==> config.mk <==
export PLATFORM = sky130hd
export DESIGN_NAME = m_trap_controller_flat
export DESIGN_NICKNAME = d
export VERILOG_FILES = /design/src/rtl/m_trap_controller_if.sv /design/src/rtl/m_trap_controller.sv /design/src/flat_wrapper.sv
export SDC_FILE = /design/constraint.sdc
export NUM_CORES = 1
export LEC_CHECK = 0
export ABC_AREA = 0
export BUFFER_PORTS_ARGS = -buffer_cell sky130_fd_sc_hd__buf_2
export CELL_PAD_IN_SITES_DETAIL_PLACEMENT = 2
export CELL_PAD_IN_SITES_GLOBAL_PLACEMENT = 2
export CORE_AREA = 2 2 233 235
export DETAILED_ROUTE_END_ITERATION = 12
export DIE_AREA = 0 0 235 237
export HOLD_SLACK_MARGIN = 0.06
export PLACE_DENSITY = 0.76
export SETUP_SLACK_MARGIN = 0.5
export SYNTH_ARGS = -nofsm -noshare
export SYNTH_HDL_FRONTEND = slang
export SYNTH_SLANG_ARGS = --single-unit
==> constraint.sdc <==
create_clock -name clk_i -period 2.9 [get_ports clk_i]
set_input_delay 0.29 -clock clk_i [delete_from_list [all_inputs] [get_ports clk_i]]
set_output_delay 0.29 -clock clk_i [all_outputs]
set_load 0.005 [all_outputs]
==> src/rtl/m_trap_controller_if.sv <==
// m_trap_controller_if -- signal bundle between the commit stage, the CSR
// file and the M-mode trap sequencer.
//   Commit side : exception_*, mret_valid_i and irq_boundary_i (requests),
//                 busy_o (stall), redirect_* (flush and redirect), privilege_o.
//   CSR side    : live mip/mie/mstatus/mtvec/mepc, plus the single write port
//                 csr_we_o/csr_addr_o/csr_wdata_o with its grant csr_gnt_i.
// The slave modport is the sequencer's view. The master modport is the
// view of the pipeline and CSR file, which drive the requests.
interface m_trap_controller_if #(
    parameter int MXLEN   = 64,
    parameter int CAUSE_W = 6
);
    logic               exception_valid_i;
    logic [CAUSE_W-1:0] exception_cause_i;
    logic [MXLEN-1:0]   exception_pc_i;
    logic [MXLEN-1:0]   exception_tval_i;
    logic               mret_valid_i;
    logic               irq_boundary_i;
    logic [MXLEN-1:0]   mip_i;
    logic [MXLEN-1:0]   mie_i;
    logic [MXLEN-1:0]   mstatus_i;
    logic [MXLEN-1:0]   mtvec_i;
    logic [MXLEN-1:0]   mepc_i;
    logic               csr_we_o;
    logic [11:0]        csr_addr_o;
    logic [MXLEN-1:0]   csr_wdata_o;
    logic               csr_gnt_i;
    logic               busy_o;
    logic               redirect_valid_o;
    logic [MXLEN-1:0]   redirect_pc_o;
    logic [1:0]         privilege_o;

    modport slave (
        input  exception_valid_i, exception_cause_i, exception_pc_i, exception_tval_i,
        input  mret_valid_i, irq_boundary_i, mip_i, mie_i, mstatus_i, mtvec_i, mepc_i,
        input  csr_gnt_i,
        output csr_we_o, csr_addr_o, csr_wdata_o, busy_o,
        output redirect_valid_o, redirect_pc_o, privilege_o
    );

    modport master (
        output exception_valid_i, exception_cause_i, exception_pc_i, exception_tval_i,
        output mret_valid_i, irq_boundary_i, mip_i, mie_i, mstatus_i, mtvec_i, mepc_i,
        output csr_gnt_i,
        input  csr_we_o, csr_addr_o, csr_wdata_o, busy_o,
        input  redirect_valid_o, redirect_pc_o, privilege_o
    );
endinterface

==> src/rtl/m_trap_controller.sv <==
// m_trap_controller -- M-mode trap sequencer placed between commit and the CSR file.
// The block arbitrates exceptions, MRET and interrupts. It then issues the
// CSR writes for the chosen event one per cycle on a granted port. It ends
// each sequence with a one-cycle redirect and it tracks the privilege level.
// Ports:
//   clk_i  : clock
//   rst_i  : synchronous active-high reset
//   bus    : m_trap_controller_if.slave, which carries the requests, the live
//            CSRs, the CSR write port, busy/redirect and privilege
module m_trap_controller #(
    parameter int MXLEN   = 64,
    parameter int CAUSE_W = 6
) (
    input  logic                clk_i,
    input  logic                rst_i,
    m_trap_controller_if.slave  bus
);
    localparam logic [11:0] A_MSTATUS = 12'h300;
    localparam logic [11:0] A_MEPC    = 12'h341;
    localparam logic [11:0] A_MCAUSE  = 12'h342;
    localparam logic [11:0] A_MTVAL   = 12'h343;
    localparam logic [1:0]  PRV_M     = 2'b11;

    typedef enum logic [2:0] {
        IDLE, W_MEPC, W_MCAUSE, W_MTVAL, W_MSTATUS, M_MSTATUS, REDIRECT
    } state_t;

    // Trap context captured when a request is accepted in IDLE
    typedef struct packed {
        logic [MXLEN-1:0] pc;
        logic [MXLEN-1:0] tval;
        logic [MXLEN-1:0] cause;
        logic             irq;
    } trap_ctx_t;

    state_t           state, state_nxt;
    trap_ctx_t        ctx;
    logic [1:0]       priv;
    logic [MXLEN-1:0] tgt;

    // ---------------- interrupt selection ----------------
    logic [MXLEN-1:0] pend;
    logic             irq_hit;
    logic [3:0]       irq_code;
    logic             irq_take;

    assign pend = bus.mip_i & bus.mie_i;

    // Fixed priority is 11 > 3 > 7 > 9 > 1 > 5 > 13
    always_comb begin
        irq_hit  = 1'b1;
        irq_code = 4'd0;
        if      (pend[11]) irq_code = 4'd11;
        else if (pend[3])  irq_code = 4'd3;
        else if (pend[7])  irq_code = 4'd7;
        else if (pend[9])  irq_code = 4'd9;
        else if (pend[1])  irq_code = 4'd1;
        else if (pend[5])  irq_code = 4'd5;
        else if (pend[13]) irq_code = 4'd13;
        else               irq_hit  = 1'b0;
    end

    // Below M, interrupts are always enabled. In M, the MIE bit gates them.
    assign irq_take = irq_hit && bus.irq_boundary_i &&
                      ((priv != PRV_M) || bus.mstatus_i[3]);

    logic [MXLEN-1:0] irq_cause;
    always_comb begin
        irq_cause            = '0;
        irq_cause[MXLEN-1]   = 1'b1;
        irq_cause[3:0]       = irq_code;
    end

    // ---------------- CSR write data ----------------
    logic [MXLEN-1:0] trap_mstatus, mret_mstatus, trap_tgt, base;
    logic [1:0]       mret_priv;

    always_comb begin
        trap_mstatus        = bus.mstatus_i;
        trap_mstatus[7]     = bus.mstatus_i[3];
        trap_mstatus[3]     = 1'b0;
        trap_mstatus[12:11] = priv;

        mret_mstatus        = bus.mstatus_i;
        mret_mstatus[3]     = bus.mstatus_i[7];
        mret_mstatus[7]     = 1'b1;
        mret_mstatus[12:11] = 2'b00;

        // MPP = 10 is reserved and is treated as U
        mret_priv = (bus.mstatus_i[12:11] == 2'b10) ? 2'b00 : bus.mstatus_i[12:11];

        base = {bus.mtvec_i[MXLEN-1:2], 2'b00};
        if (bus.mtvec_i[1:0] == 2'b01 && ctx.irq)
            trap_tgt = base + (MXLEN'(ctx.cause[CAUSE_W-1:0]) << 2);
        else
            trap_tgt = base;
    end

    // ---------------- state and context ----------------
    always_ff @(posedge clk_i) begin
        if (rst_i) begin
            state <= IDLE;
            ctx   <= '0;
            priv  <= PRV_M;
            tgt   <= '0;
        end else begin
            state <= state_nxt;
            case (state)
                IDLE: begin
                    if (bus.exception_valid_i) begin
                        ctx.pc    <= bus.exception_pc_i;
                        ctx.tval  <= bus.exception_tval_i;
                        ctx.cause <= MXLEN'(bus.exception_cause_i);
                        ctx.irq   <= 1'b0;
                    end else if (!bus.mret_valid_i && irq_take) begin
                        ctx.pc    <= bus.exception_pc_i;
                        ctx.tval  <= '0;
                        ctx.cause <= irq_cause;
                        ctx.irq   <= 1'b1;
                    end
                end
                W_MSTATUS: if (bus.csr_gnt_i) begin
                    priv <= PRV_M;
                    tgt  <= trap_tgt;
                end
                M_MSTATUS: if (bus.csr_gnt_i) begin
                    priv <= mret_priv;
                    tgt  <= bus.mepc_i;
                end
                default: ;
            endcase
        end
    end

    assign bus.privilege_o = priv;

    // ---------------- next state and outputs ----------------
    always_comb begin
        state_nxt            = state;
        bus.csr_we_o         = 1'b0;
        bus.csr_addr_o       = '0;
        bus.csr_wdata_o      = '0;
        bus.busy_o           = (state != IDLE);
        bus.redirect_valid_o = 1'b0;
        bus.redirect_pc_o    = '0;
        case (state)
            IDLE: begin
                if (bus.exception_valid_i)  state_nxt = W_MEPC;
                else if (bus.mret_valid_i)  state_nxt = M_MSTATUS;
                else if (irq_take)          state_nxt = W_MEPC;
            end
            W_MEPC: begin
                bus.csr_we_o    = 1'b1;
                bus.csr_addr_o  = A_MEPC;
                bus.csr_wdata_o = {ctx.pc[MXLEN-1:2], 2'b00};
                if (bus.csr_gnt_i) state_nxt = W_MCAUSE;
            end
            W_MCAUSE: begin
                bus.csr_we_o    = 1'b1;
                bus.csr_addr_o  = A_MCAUSE;
                bus.csr_wdata_o = ctx.cause;
                if (bus.csr_gnt_i) state_nxt = W_MTVAL;
            end
            W_MTVAL: begin
                bus.csr_we_o    = 1'b1;
                bus.csr_addr_o  = A_MTVAL;
                bus.csr_wdata_o = ctx.tval;
                if (bus.csr_gnt_i) state_nxt = W_MSTATUS;
            end
            W_MSTATUS: begin
                bus.csr_we_o    = 1'b1;
                bus.csr_addr_o  = A_MSTATUS;
                bus.csr_wdata_o = trap_mstatus;
                if (bus.csr_gnt_i) state_nxt = REDIRECT;
            end
            M_MSTATUS: begin
                bus.csr_we_o    = 1'b1;
                bus.csr_addr_o  = A_MSTATUS;
                bus.csr_wdata_o = mret_mstatus;
                if (bus.csr_gnt_i) state_nxt = REDIRECT;
            end
            REDIRECT: begin
                bus.redirect_valid_o = 1'b1;
                bus.redirect_pc_o    = tgt;
                state_nxt            = IDLE;
            end
            default: state_nxt = IDLE;
        endcase
    end
endmodule

==> src/flat_wrapper.sv <==
// flat-port wrapper written by rule: the top's interface ports become plain ports
module m_trap_controller_flat 
#(
    parameter int MXLEN   = 64,
    parameter int CAUSE_W = 6
)
  (clk_i, rst_i, bus_exception_valid_i, bus_exception_cause_i, bus_exception_pc_i, bus_exception_tval_i, bus_mret_valid_i, bus_irq_boundary_i, bus_mip_i, bus_mie_i, bus_mstatus_i, bus_mtvec_i, bus_mepc_i, bus_csr_gnt_i, bus_csr_we_o, bus_csr_addr_o, bus_csr_wdata_o, bus_busy_o, bus_redirect_valid_o, bus_redirect_pc_o, bus_privilege_o);
  m_trap_controller_if #(.MXLEN(MXLEN), .CAUSE_W(CAUSE_W)) bus_i ();
  input  logic clk_i;
  input  logic rst_i;
  input wire logic [$bits(bus_i.exception_valid_i)-1:0] bus_exception_valid_i;
  input wire logic [$bits(bus_i.exception_cause_i)-1:0] bus_exception_cause_i;
  input wire logic [$bits(bus_i.exception_pc_i)-1:0] bus_exception_pc_i;
  input wire logic [$bits(bus_i.exception_tval_i)-1:0] bus_exception_tval_i;
  input wire logic [$bits(bus_i.mret_valid_i)-1:0] bus_mret_valid_i;
  input wire logic [$bits(bus_i.irq_boundary_i)-1:0] bus_irq_boundary_i;
  input wire logic [$bits(bus_i.mip_i)-1:0] bus_mip_i;
  input wire logic [$bits(bus_i.mie_i)-1:0] bus_mie_i;
  input wire logic [$bits(bus_i.mstatus_i)-1:0] bus_mstatus_i;
  input wire logic [$bits(bus_i.mtvec_i)-1:0] bus_mtvec_i;
  input wire logic [$bits(bus_i.mepc_i)-1:0] bus_mepc_i;
  input wire logic [$bits(bus_i.csr_gnt_i)-1:0] bus_csr_gnt_i;
  output wire logic [$bits(bus_i.csr_we_o)-1:0] bus_csr_we_o;
  output wire logic [$bits(bus_i.csr_addr_o)-1:0] bus_csr_addr_o;
  output wire logic [$bits(bus_i.csr_wdata_o)-1:0] bus_csr_wdata_o;
  output wire logic [$bits(bus_i.busy_o)-1:0] bus_busy_o;
  output wire logic [$bits(bus_i.redirect_valid_o)-1:0] bus_redirect_valid_o;
  output wire logic [$bits(bus_i.redirect_pc_o)-1:0] bus_redirect_pc_o;
  output wire logic [$bits(bus_i.privilege_o)-1:0] bus_privilege_o;
  assign bus_i.exception_valid_i = bus_exception_valid_i;
  assign bus_i.exception_cause_i = bus_exception_cause_i;
  assign bus_i.exception_pc_i = bus_exception_pc_i;
  assign bus_i.exception_tval_i = bus_exception_tval_i;
  assign bus_i.mret_valid_i = bus_mret_valid_i;
  assign bus_i.irq_boundary_i = bus_irq_boundary_i;
  assign bus_i.mip_i = bus_mip_i;
  assign bus_i.mie_i = bus_mie_i;
  assign bus_i.mstatus_i = bus_mstatus_i;
  assign bus_i.mtvec_i = bus_mtvec_i;
  assign bus_i.mepc_i = bus_mepc_i;
  assign bus_i.csr_gnt_i = bus_csr_gnt_i;
  assign bus_csr_we_o = bus_i.csr_we_o;
  assign bus_csr_addr_o = bus_i.csr_addr_o;
  assign bus_csr_wdata_o = bus_i.csr_wdata_o;
  assign bus_busy_o = bus_i.busy_o;
  assign bus_redirect_valid_o = bus_i.redirect_valid_o;
  assign bus_redirect_pc_o = bus_i.redirect_pc_o;
  assign bus_privilege_o = bus_i.privilege_o;
  m_trap_controller #(.MXLEN(MXLEN), .CAUSE_W(CAUSE_W)) u_core (.clk_i(clk_i), .rst_i(rst_i), .bus(bus_i));
endmodule
Word-level counts from Yosys, hierarchy flattened:

Cells that the tools add are included.

* logic and storage cells: 77
* input port bits: 460
* register bits after elaboration: 262
* output and inout bits: 145

* reduce and logical (&&, ||, !) cells: 15
* equal/unequal tests: 16
* multiplexer cells: 37
* $add $sub $neg: 1
* bitwise logic cells: 1

Operators with widths (number)
* 2-to-1 mux 193 bit: 2
* case mux 64 bit (5 select lines): 1
* 2-to-1 mux 64 bit: 4
* case mux 64 bit (2 select lines): 1
* adder 64 x 8 -> 64 bit: 1
* case mux 10 bit (4 select lines): 1
* 2-to-1 mux 4 bit: 7
* 2-to-1 mux 3 bit: 7
* case mux 3 bit (5 select lines): 1
* AND 14 bit: 1
* != test 2 bit (second input constant): 6
* equality test 3 bit (second input constant): 3
* 2-to-1 mux 1 bit: 9
* equality test 3 x 2 -> 1 bit (second input constant): 2
* 2-to-1 mux 2 bit: 3
* AND reduction 5 bit: 1
* OR reduction 5 bit: 1
* logical AND 1 bit: 4
* != test 4 x 3 -> 1 bit (second input constant): 1
* case mux 2 bit (2 select lines): 1
* nonzero test 2 bit: 2
* equality test 3 x 1 -> 1 bit (second input constant): 1
* zero test 3 bit: 1
* AND reduction 3 bit: 1
* other kinds (8): 8

Depth between registers and ports, before layout:

* depth in word-level cells: 14
* mapped depth: 9
* depth with buffers taken out: 7

Worst setup path before layout:

OpenSTA, ideal clock, no wires.

* path type: flip-flop to flip-flop
* start: register u_core.ctx[6] in the netlist's numbering
* end: register u_core.tgt[63]
* cell stages (with the launch flop): 9
* library setup time: 79 ps
* path slack: 483 ps
* period minus slack after synthesis: 2417 ps
* arrival time: 2338 ps
* data required time: 2821 ps
* path through: dfxtp_1 -> ha_1 -> clkbuf_1 -> nand2_1 -> or3_1 -> clkbuf_2 -> a2111o_1 -> or4b_1 -> o211ai_1

* word-level cells in the longest chain between the ends: 4

Ends and longest elaborated chain
* start: declaration: line m_trap_controller.sv:37 `trap_ctx_t ctx;`
* adder 64 x 8 -> 64 bit: line m_trap_controller.sv:94 `trap_tgt = base + (MXLEN'(ctx.cause[CAUSE_W-1:0]) << 2);`
* 2-to-1 mux 64 bit: line m_trap_controller.sv:93 `if (bus.mtvec_i[1:0] == 2'b01 && ctx.irq)`
* 2-to-1 mux 64 bit: line m_trap_controller.sv:122 `W_MSTATUS: if (bus.csr_gnt_i) begin`
* case mux 64 bit (2 select lines): line m_trap_controller.sv:108 `case (state)`
* end signal: assignment: line m_trap_controller.sv:124 `tgt <= trap_tgt;`
* end signal: assignment: line m_trap_controller.sv:128 `tgt <= bus.mepc_i;`
* end: declaration: line m_trap_controller.sv:39 `logic [MXLEN-1:0] tgt;`

Every way passes these cells. The select of a mux whose other input is x is not followed.
A chain may end at the register's enable or synchronous reset.

Worst setup path after layout:

* start: register u_core.ctx[4] in the netlist's numbering
* end: register u_core.tgt[63]

The elaborated chain is that of the path after synthesis.

==> metrics.csv <==
stage;metric;value;unit
critical_path;Startpoint Class;flop;
detailed_routing;Routed Antenna Nets;0;
global_route;first-pass GRT wire length;102400;microns
worst_hold_path;Hold EP;u_core.ctx[6];
placement;RePlAce Congestion;0.8665;
floorplan;row count;85;
detailed_routing;DRC Markers;0;
floorplan;Die Ht;237;microns
critical_path;largest incremental delay on the critical path;0.56;ns
worst_hold_path;Worst Hold Launch;rst_i;
power;Worst IR Drop VDD;0.0004326;V
floorplan;Initial Utilization;21.04;%
critical_path;Reg2Reg Launch Point;u_core.ctx[4];
critical_path;crit-path max FO;6;
synthesis;Post-Syn Area;11210;sq um
clock_network;TritonCTS clock tree;done;
layout;Multi-input gate area;6847;sq um
detailed_routing;wirelength, routed;71050;microns
timing;minimum clock period;2.400;ns
synthesis;Seq cells post-synth;202;
synthesis;EDFF count, synth;0;
synthesis;Most used DFF post-synth;dfxtp_1;
global_route;initial antenna violation count;23;
layout;Layout area overhead;62.34;%
synthesis;Ys Warns;0;
timing;fmax;416.7;MHz
detailed_routing;Avg WL per Cell;24.71;microns
global_route;largest net degree at the start of global routing;72;
critical_path;reg2reg end;u_core.tgt[63];
placement;I/O Buffers;481;
placement;Cell Count Post-Placement;2565;
layout;layout cells sized above 1;31.02;%
timing;Max Slew Vio Count;0;
placement;dpl hpwl;43980;microns
clock_network;Num CTS Buffers;27;
timing;RSZ-0062 raised after global routing;yes;
detailed_routing;Vias;14940;
timing;Tightest Pin Transition;0.8265;ns
clock_network;clk_lat worst skew;0.57;ns
timing;Fin Setup TNS;0;ns
clock_network;H-tree Lvls;1;
timing;Hold Fails Final Rpt;0;
layout;FF+latch area;4064;sq um
global_route;Total Routing Usage GR;23.47;%
power;overall power;0.009129;W
synthesis;part of the Yosys area used for sequential elements;36.06;%
floorplan;CORE AREA;53280;sq um
critical_path;CP Cell Sequence;ha_4, o21ai_2, or3_4, a2111o_1, or4b_1, o211ai_1;
synthesis;top-area cell type share of the netlist area;36.06;%
synthesis;synth cell count leaders;nand2_1 (266), dfxtp_1 (202), a22oi_1 (113);
floorplan;boundary pin count;605;
layout;post-route insts no fill;2875;
floorplan;die width;235;microns
clock_network;Max clock buf depth;3;
layout;# nets final;2604;
critical_path;endpoint class of the critical path;flop;
global_route;vias in the first global route;16260;
timing;Layout Skew;0.02175;ns
global_route;global route total overflow;0;
detailed_routing;DR pass1 iterations;5;
power;Power per Cell Area;501.5;nW/um^2
critical_path;Worst path slowest cell;or4b_1;
layout;fillers;6115;
timing;setup violators final;0;
detailed_routing;Iter 0 DRT Violations;837;
critical_path;Register-to-Register Path Depth;6;
worst_hold_path;Min-Delay Path Class;input pin to flop;
critical_path;critical path arrival;2.89;ns
synthesis;library cells used by synthesis;68;
critical_path;Data required, critical path;3.39;ns
run_status;status;finished, final reports clean;
flow_run;Max-Cap Viols;0;
synthesis;FFs w/ async S/R, synth;0;%
floorplan;Die Area;55700;sq um
power;Leak Pwr;7.600;nW
critical_path;CP Class;flop to flop;
clock_network;CTS Root Cell;clkbuf_16;
synthesis;Synth area leaders;dfxtp_1 (36%), nand2_1 (8.9%), a22oi_1 (7.6%);
placement;Placed Area;14520;sq um
timing;Period Utilization, post-route;82.74;%
critical_path;R2R Setup Slk;0.50;ns
synthesis;most numerous cell in the Yosys netlist;nand2_1;
layout;Finished Cell Area;18200;sq um
timing;slew margin rel.;44.90;%
detailed_routing;drt via density;5.195;
clock_network;TritonCTS Sinks;202;
synthesis;Post-Synthesis Cells;1471;
worst_hold_path;hold depth;2;
synthesis;post-synth top area cell;dfxtp_1;
synthesis;average size of a mapped cell;7.623;sq um
clock_network;CTS clock-pin slew for the worst setup and hold paths;0.06;ns
==> state kept, by name (all words and copies together) (netlist names) <==
name	count
u_core.tgt	64
u_core.ctx	133
u_core.state	3
u_core.bus.privilege_o	2
==> worst max-delay path by stage <==
| stage | to | depth (start not counted) | from |
|---|---|---|---|
| after floorplan | u_core.tgt[63] | 7 | u_core.ctx[3] |
| after global placement | u_core.tgt[63] | 7 | bus_mtvec_i[4] |
| after detailed placement | u_core.tgt[63] | 7 | bus_mtvec_i[4] |
| after CTS | bus_csr_wdata_o[41] | 5 | u_core.state[1] |
| after global routing | u_core.tgt[19] | 7 | u_core.ctx[4] |
| final | u_core.tgt[63] | 6 | u_core.ctx[4] |
==> critical path: cells and delay by family, from the launching register on <==
kind | cells | cell delay [ns]
compound gates | 3 | 0.70
flops | 1 | 0.35
simple gates | 2 | 0.96
fa+ha+maj | 1 | 0.31
==> cells in the final DEF (no fill, tap or decap), drive strengths merged, types with 6 or more instances in the layout <==
cell type and count:
buf 559, nand2 266, dlygate4sd3 209, dfxtp 202
a22oi 113, a21oi 111, nor2 92, o21ai 85
and3 72, mux2i 56, nand3 50, o211ai 43
clkbuf 40, or4 25, nand4 24, diode 22
nor4 18, nor3 13, xnor2 11, o22ai 10
inv 10, a211oi 8, mux2 7, a311o 7
conb 7, nand2b 7, nand3b 6, o221ai 6
ha 6, and2 6, a2111oi 6, clkinv 6
==> kinds of logic after synthesis <==
family | count (synthesis) | share of synthesized area, %
buffers and inverters | 151 | 5.501
DFF | 202 | 36.06
and+or+nand+nor | 608 | 26.21
AOI/OAI and AO/OA | 426 | 24.63
adders and majority gates | 7 | 0.8480
other | 1 | 0.03344
muxes | 63 | 5.702
xor gates and xnor gates | 13 | 1.015
==> per-layer routing <==
| layer | track usage [%] | wire length (microns) | up-vias |
|---|---|---|---|
| met1 | 30.00 | 31120 | 7531 |
| li1 | - | - | 6738 |
| met4 | 8.573 | 2126 | 4 |
| met5 | 0 | 18 | - |
| met3 | 2.775 | 2899 | 129 |
| met2 | 40.49 | 34890 | 533 |
==> final cells by class <==
class / count / share of cell area, %
Tap cell: 696 / 4.784
Clock inverter: 12 / 0.7629
Timing Repair Buffer: 773 / 29.82
Clock buffer: 37 / 4.193
Antenna cell: 22 / 0.3024
Multi-Input combinational cell: 1124 / 37.61
Sequential cell: 202 / 22.32
Inverter: 9 / 0.2062
==> power breakdown <==
part	leakage [nW]	internal, W	switching, W
logic	5.51	0.00106	0.00139
clock network	0.441	0.00203	0.00146
registers	1.65	0.00301	0.000178
total	7.60	0.00610	0.00303
==> timing repair <==
| item | CTS | global route |
|---|---|---|
| setup buffers | 9 | 14 |
| endpoints found under the setup margin | 196 | 88 |
| pin swaps | 3 | 5 |
| cloned | 2 | 5 |
| hold endpoints to repair | 187 | 0 |
| gates resized for setup | 36 | 33 |
| hold buffers | 209 | 0 |
==> metrics by stage <==
stage / setup WS (ns) / util, % / hold slack, ns
2_1_floorplan: 0.5196 / - / 0.4107
3_3_place_gp: 0.2287 / 27.25 / 0.4360
3_5_place_dp: 0.1661 / 27.25 / 0.4476
4_1_cts: 0.4309 / 33.43 / 0.06061
5_1_grt: 0.4060 / 34.16 / 0.09792
6_report: 0.5004 / 34.16 / 0.08114
Power figures use the tool's default switching activity.
